$ cat src/rtl/mem_port_arbiter_pkg.sv
// mem_port_arbiter_pkg: state/grant encodings and default SRAM latency for the memory port arbiter
package mem_port_arbiter_pkg;
  typedef enum logic [1:0] {ARB_IDLE, ARB_ACCESS, ARB_RESP} arb_state_t;
  typedef enum logic {GNT_FETCH, GNT_DATA} gnt_t;
  localparam int SRAM_WAIT_CYCLES = 3;
endpackage

$ cat src/rtl/mem_port_arbiter.sv
// mem_port_arbiter: shares one fixed-latency SRAM between fetch reads and data loads/stores with alternating priority
module mem_port_arbiter
  import mem_port_arbiter_pkg::*;
#(
  parameter int WAIT_CYCLES = SRAM_WAIT_CYCLES,
  parameter int ADDR_W      = 32,
  parameter int DATA_W      = 32
) (
  input  logic              clk,
  input  logic              rst,
  input  logic              if_req,
  input  logic [ADDR_W-1:0] if_addr,
  output logic              if_ready,
  output logic [DATA_W-1:0] if_rdata,
  input  logic              MEM_R,
  input  logic              MEM_W,
  input  logic [ADDR_W-1:0] mem_addr,
  input  logic [DATA_W-1:0] mem_wdata,
  output logic              mem_ready,
  output logic [DATA_W-1:0] mem_rdata,
  output logic              sram_en,
  output logic              sram_we,
  output logic [ADDR_W-1:0] sram_addr,
  output logic [DATA_W-1:0] sram_wdata,
  input  logic [DATA_W-1:0] sram_rdata
);
  localparam int CW = $clog2(WAIT_CYCLES + 1);
  arb_state_t state, next_state;
  gnt_t last_grant, owner;
  logic [CW-1:0] cnt;
  logic data_req, pick_data, grant, last_beat;
  always_comb begin
    data_req   = MEM_R | MEM_W;
    pick_data  = data_req && !(if_req && last_grant == GNT_DATA);
    grant      = state == ARB_IDLE && (if_req || data_req);
    last_beat  = state == ARB_ACCESS && cnt == CW'(WAIT_CYCLES - 1);
    next_state = grant ? ARB_ACCESS :
                 state == ARB_ACCESS ? (last_beat ? ARB_RESP : ARB_ACCESS) : ARB_IDLE;
  end
  always_ff @(posedge clk) begin
    if (rst) state <= ARB_IDLE;
    else     state <= next_state;
  end
  always_ff @(posedge clk) begin
    if (rst) begin
      cnt        <= '0;
      last_grant <= GNT_FETCH;
      owner      <= GNT_FETCH;
      if_ready   <= 1'b0;
      mem_ready  <= 1'b0;
      if_rdata   <= '0;
      mem_rdata  <= '0;
      sram_en    <= 1'b0;
      sram_we    <= 1'b0;
      sram_addr  <= '0;
      sram_wdata <= '0;
    end else begin
      if_ready  <= 1'b0;
      mem_ready <= 1'b0;
      if (grant) begin
        owner      <= pick_data ? GNT_DATA : GNT_FETCH;
        last_grant <= pick_data ? GNT_DATA : GNT_FETCH;
        cnt        <= '0;
        sram_en    <= 1'b1;
        sram_we    <= pick_data & MEM_W;
        sram_addr  <= pick_data ? mem_addr : if_addr;
        sram_wdata <= pick_data ? mem_wdata : '0;
      end
      if (state == ARB_ACCESS) cnt <= cnt + CW'(1);
      if (last_beat) begin
        sram_en <= 1'b0;
        sram_we <= 1'b0;
        if (owner == GNT_DATA) begin
          mem_ready <= 1'b1;
          if (!sram_we) mem_rdata <= sram_rdata;
        end else if (if_req) begin
          if_ready <= 1'b1;
          if_rdata <= sram_rdata;
        end
      end
    end
  end
endmodule

$ cat config.mk
export PLATFORM = sky130hd
export DESIGN_NAME = mem_port_arbiter
export DESIGN_NICKNAME = d
export VERILOG_FILES = /design/src/rtl/mem_port_arbiter_pkg.sv /design/src/rtl/mem_port_arbiter.sv
export SDC_FILE = /design/constraint.sdc
export NUM_CORES = 1
export LEC_CHECK = 0
export CAP_MARGIN = 20
export CORE_MARGIN = 3
export CORE_UTILIZATION = 45
export CTS_BUF_LIST = sky130_fd_sc_hd__clkbuf_8
export DETAILED_ROUTE_END_ITERATION = 10
export GPL_ROUTABILITY_DRIVEN = 0
export PLACE_DENSITY = 0.88
export SLEW_MARGIN = 20
export SYNTH_ARGS = -nofsm -noshare
export SYNTH_HDL_FRONTEND = slang
export SYNTH_SLANG_ARGS = --single-unit
$ cat constraint.sdc
create_clock -name clk -period 3.16 [get_ports clk]
set_input_delay 0.632 -clock clk [delete_from_list [all_inputs] [get_ports clk]]
set_output_delay 0.632 -clock clk [all_outputs]
set_load 0.01 [all_outputs]
==> run_results.csv <==
group,metric,value,unit
status,status,"finished clean",
clock_tree,cts.repair.resized,0,
setup_path,path_buf_inv,1,
clock_tree,cts_made_buffers,17,
global_route,overflow,0,
finish,num_antenna_cells,0,
global_route,grt_max_degree,67,
drt,vias_per_cell,5.76,
floorplanning,die-height,116,um
logic_synthesis,synth_area_leaders,"dfxtp_1 50%, a21oi_1 12%, nand3_1 6.0%",
logic_synthesis,syn_area,0.00548,mm2
timing,timing.final.crit_share,64.6,%
drt,vias,6029,
drt,wl_per_cell,18.0,um
timing,finalSetupViolCount,0,
floorplanning,die_area,0.0135,mm2
hold_path,worstHoldPathCells,2,
global_route,grt_pass1_wl,28500,um
drt,drt_wl_total,18800,um
setup_path,critical_path.top_delay_family,"buffers and inverters",
setup_path,worstPathArrival,1.41,ns
setup_path,startpoint,"sram_we$_SDFFE_PP0P_",
logic_synthesis,yosysWarnings,0,
timing,worstMarginPinSlew,0.823,ns
timing,fmax,490,MHz
global_route,antenna_found_initial,0,
timing,tns,0,ns
clock_tree,clk_pin_slew,0.07,ns
logic_synthesis,syn_area_per_cell,8.22,um2
clock_tree,ctsHoldBuffers,0,
logic_synthesis,yosysSeqAreaShare,50.0,%
clock_tree,htree_levels,4,
drt,first_iter_violations,776,
finish,area_growth_syn_to_layout,55.4,%
logic_synthesis,synth_nets,801,
pwr,ir_drop,0.333,mV
setup_path,path_depth,1,
timing,finalHoldViolCount,0,
clock_tree,cts_buffer_depth,2,
setup_path,cp_max_fo,4,
finish,design_area,0.00852,mm2
setup_path,reg2reg_to,"if_rdata[5]$_SDFFE_PP0P_",
logic_synthesis,yosys.area.top_type_share,50.0,%
drt,ant_nets,0,
setup_path,crit_path_max_incr_delay,0.62,ns
setup_path,crit_end,"sram_we",
logic_synthesis,synth_cells,667,
finish,drive_gt1_share,6.09,%
pwr,p_per_area,456,mW/mm2
run,cap_violations,0,
pwr,leakage,0.00294,uW
placement,io_buffer_count,264,
finish,nFillCells,877,
clock_tree,clock_insertion_delay_worst_skew,0.42,ns
setup_path,reg2reg_slack,1.24,ns
logic_synthesis,ys_types,30,
setup_path,r2r_cells,6,
clock_tree,cts_tree,"built",
timing,rsz0062_at_grt,"no",
drt,drtPass1Iterations,7,
global_route,track_usage,26.6,%
floorplanning,fp.dieW,116,um
global_route,grt_pass1_vias,5531,
clock_tree,cts-root-buf,"clkbuf_8",
setup_path,cp.required,2.53,ns
timing,fin_worst_skew,0.0141,ns
clock_tree,clock_sinks,137,
timing,worst_slew_margin_rel,45.0,%
floorplanning,io_pins,265,
setup_path,path_class,"register to output pin",
floorplanning,start_util,47.0,%
floorplanning,rows,39,
drt,drc,0,
placement,hpwl,12800,um
setup_path,crit_path_end_kind,"output pin",
setup_path,path_cells,"clkdlybuf4s50_1",
hold_path,hp-class,"register to register",
setup_path,rr_startpoint,"cnt[0]$_SDFFE_PP0P_",
logic_synthesis,yosys.area.top_type,"dfxtp_1",
timing,period_minus_slack,2.04,ns
setup_path,cp-start-kind,"register",
clock_tree,post_cts_buffers,0,
finish,nets,1025,
timing,maxSlewViolCount,0,
logic_synthesis,ys_ff_latch,137,
setup_path,crit_path_top_delay_cell,"clkdlybuf4s50_1",
floorplanning,core_region_area,0.0117,mm2
placement,placed_area,0.00818,mm2
## cells in the final DEF (no fill, tap or decap), types with 2 or more instances in the layout
| master | synthesis | final |
|---|---|---|
| clkdlybuf4s50_1 | 0 | 263 |
| dfxtp_1 | 137 | 137 |
| a21oi_1 | 132 | 132 |
| nand3_1 | 66 | 66 |
| o21ai_0 | 65 | 65 |
| nand2_1 | 65 | 65 |
| o21ai_1 | 33 | 33 |
| a311oi_1 | 32 | 32 |
| nand4_1 | 32 | 32 |
| clkbuf_8 | 0 | 18 |
| buf_4 | 3 | 16 |
| inv_1 | 1 | 6 |
| nand2b_1 | 4 | 4 |
| clkinv_2 | 0 | 4 |
| buf_12 | 0 | 4 |
| nor2b_2 | 0 | 2 |
| o211ai_1 | 2 | 2 |
| nor2b_1 | 4 | 2 |
| nor3_1 | 3 | 2 |
| clkinvlp_4 | 0 | 2 |
## layer usage
metal	GRT usage, %	wire length (um)
met5	0	0
met4	11.3	645
met3	9.48	2000
met2	42.9	8940
met1	32.3	7260
## power by group
part           switching, uW  internal [uW]  leakage, uW
clock                    628            618     0.000190
combinational            384            392      0.00163
sequential              50.1           1810      0.00112
total                   1060           2820      0.00294
## stage by stage
step	hold slack (ns)	setup slack, ns	power [uW]	std cells	util [%]
after floorplan	0.475	1.50	2230	667	-
after global placement	0.456	0.845	2660	1015	70.1
after detailed placement	0.466	0.778	2670	1015	70.1
after CTS	0.475	1.09	3910	1046	73.1
after global routing	0.498	1.06	4050	1046	73.1
final	0.475	1.12	3880	1046	73.1
## flip-flops by register name, summed over array words and instances, names as in the netlist
signal / cells
state: 2
owner: 1
sram_we: 1
if_ready: 1
mem_ready: 1
cnt: 2
if_rdata: 32
mem_rdata: 32
sram_en: 1
sram_wdata: 32
sram_addr: 32
## final cells by class
type	instances	area, um2	area share, %
clock buffer	18	248	2.91
clock inverter	13	92.6	1.09
inverter	1	3.75	0.0441
multi-input combinational	451	2420	28.4
sequential	137	2740	32.2
tap	143	179	2.10
timing repair buffer	283	2830	33.2
## synthesized netlist by cell type
master and n:
dfxtp_1 137, a211oi_1 1, nor2b_1 4, buf_4 3, a2bb2oi_2 1, ha_1 1, or3_1 1, clkbuf_1 36
o21ai_1 33, inv_1 1, and2_1 1, nand3_1 66, a21oi_1 132, nor2_2 1, nand4_1 32, o22ai_1 1
nor3_1 3, clkbuf_2 1, buf_1 2, or2_1 1, nand2_1 65, buf_2 36, nor2_1 2, o21ai_0 65
nand2b_1 4, a311oi_1 32, and3b_1 1, o211ai_1 2, nand3b_1 1, o2bb2ai_1 1
## worst min-delay path by stage
stage | slack (ns) | to | startpoint
floorplan | 0.47 | cnt[0]$_SDFFE_PP0P_ | cnt[0]$_SDFFE_PP0P_
global placement | 0.46 | sram_wdata[18]$_SDFFE_PP0P_ | sram_wdata[18]$_SDFFE_PP0P_
detailed placement | 0.47 | if_rdata[10]$_SDFFE_PP0P_ | if_rdata[10]$_SDFFE_PP0P_
CTS | 0.48 | if_rdata[10]$_SDFFE_PP0P_ | if_rdata[10]$_SDFFE_PP0P_
global route | 0.50 | mem_rdata[24]$_SDFFE_PP0P_ | mem_rdata[24]$_SDFFE_PP0P_
finish | 0.47 | if_rdata[10]$_SDFFE_PP0P_ | if_rdata[10]$_SDFFE_PP0P_
## worst reg2reg max path, delay by kind of cell, from the launching register on
family          cells  cell delay [ns]
compound gates      1             0.16
fa+ha+maj           1             0.18
buf+inv             2             0.41
flops               1             0.32
simple gates        2             0.79
## kinds of logic after synthesis
| family | Yosys count | synth area share (%) |
|---|---|---|
| adder cells (fa/ha/maj) | 1 | 0.228 |
| flip-flops | 137 | 50.0 |
| AND/OR/NAND/NOR | 182 | 16.2 |
| AO/OA/AOI/OAI | 268 | 27.1 |
| buffers and inverters | 79 | 6.46 |
No activity file was read; power rests on OpenSTA's default activity.
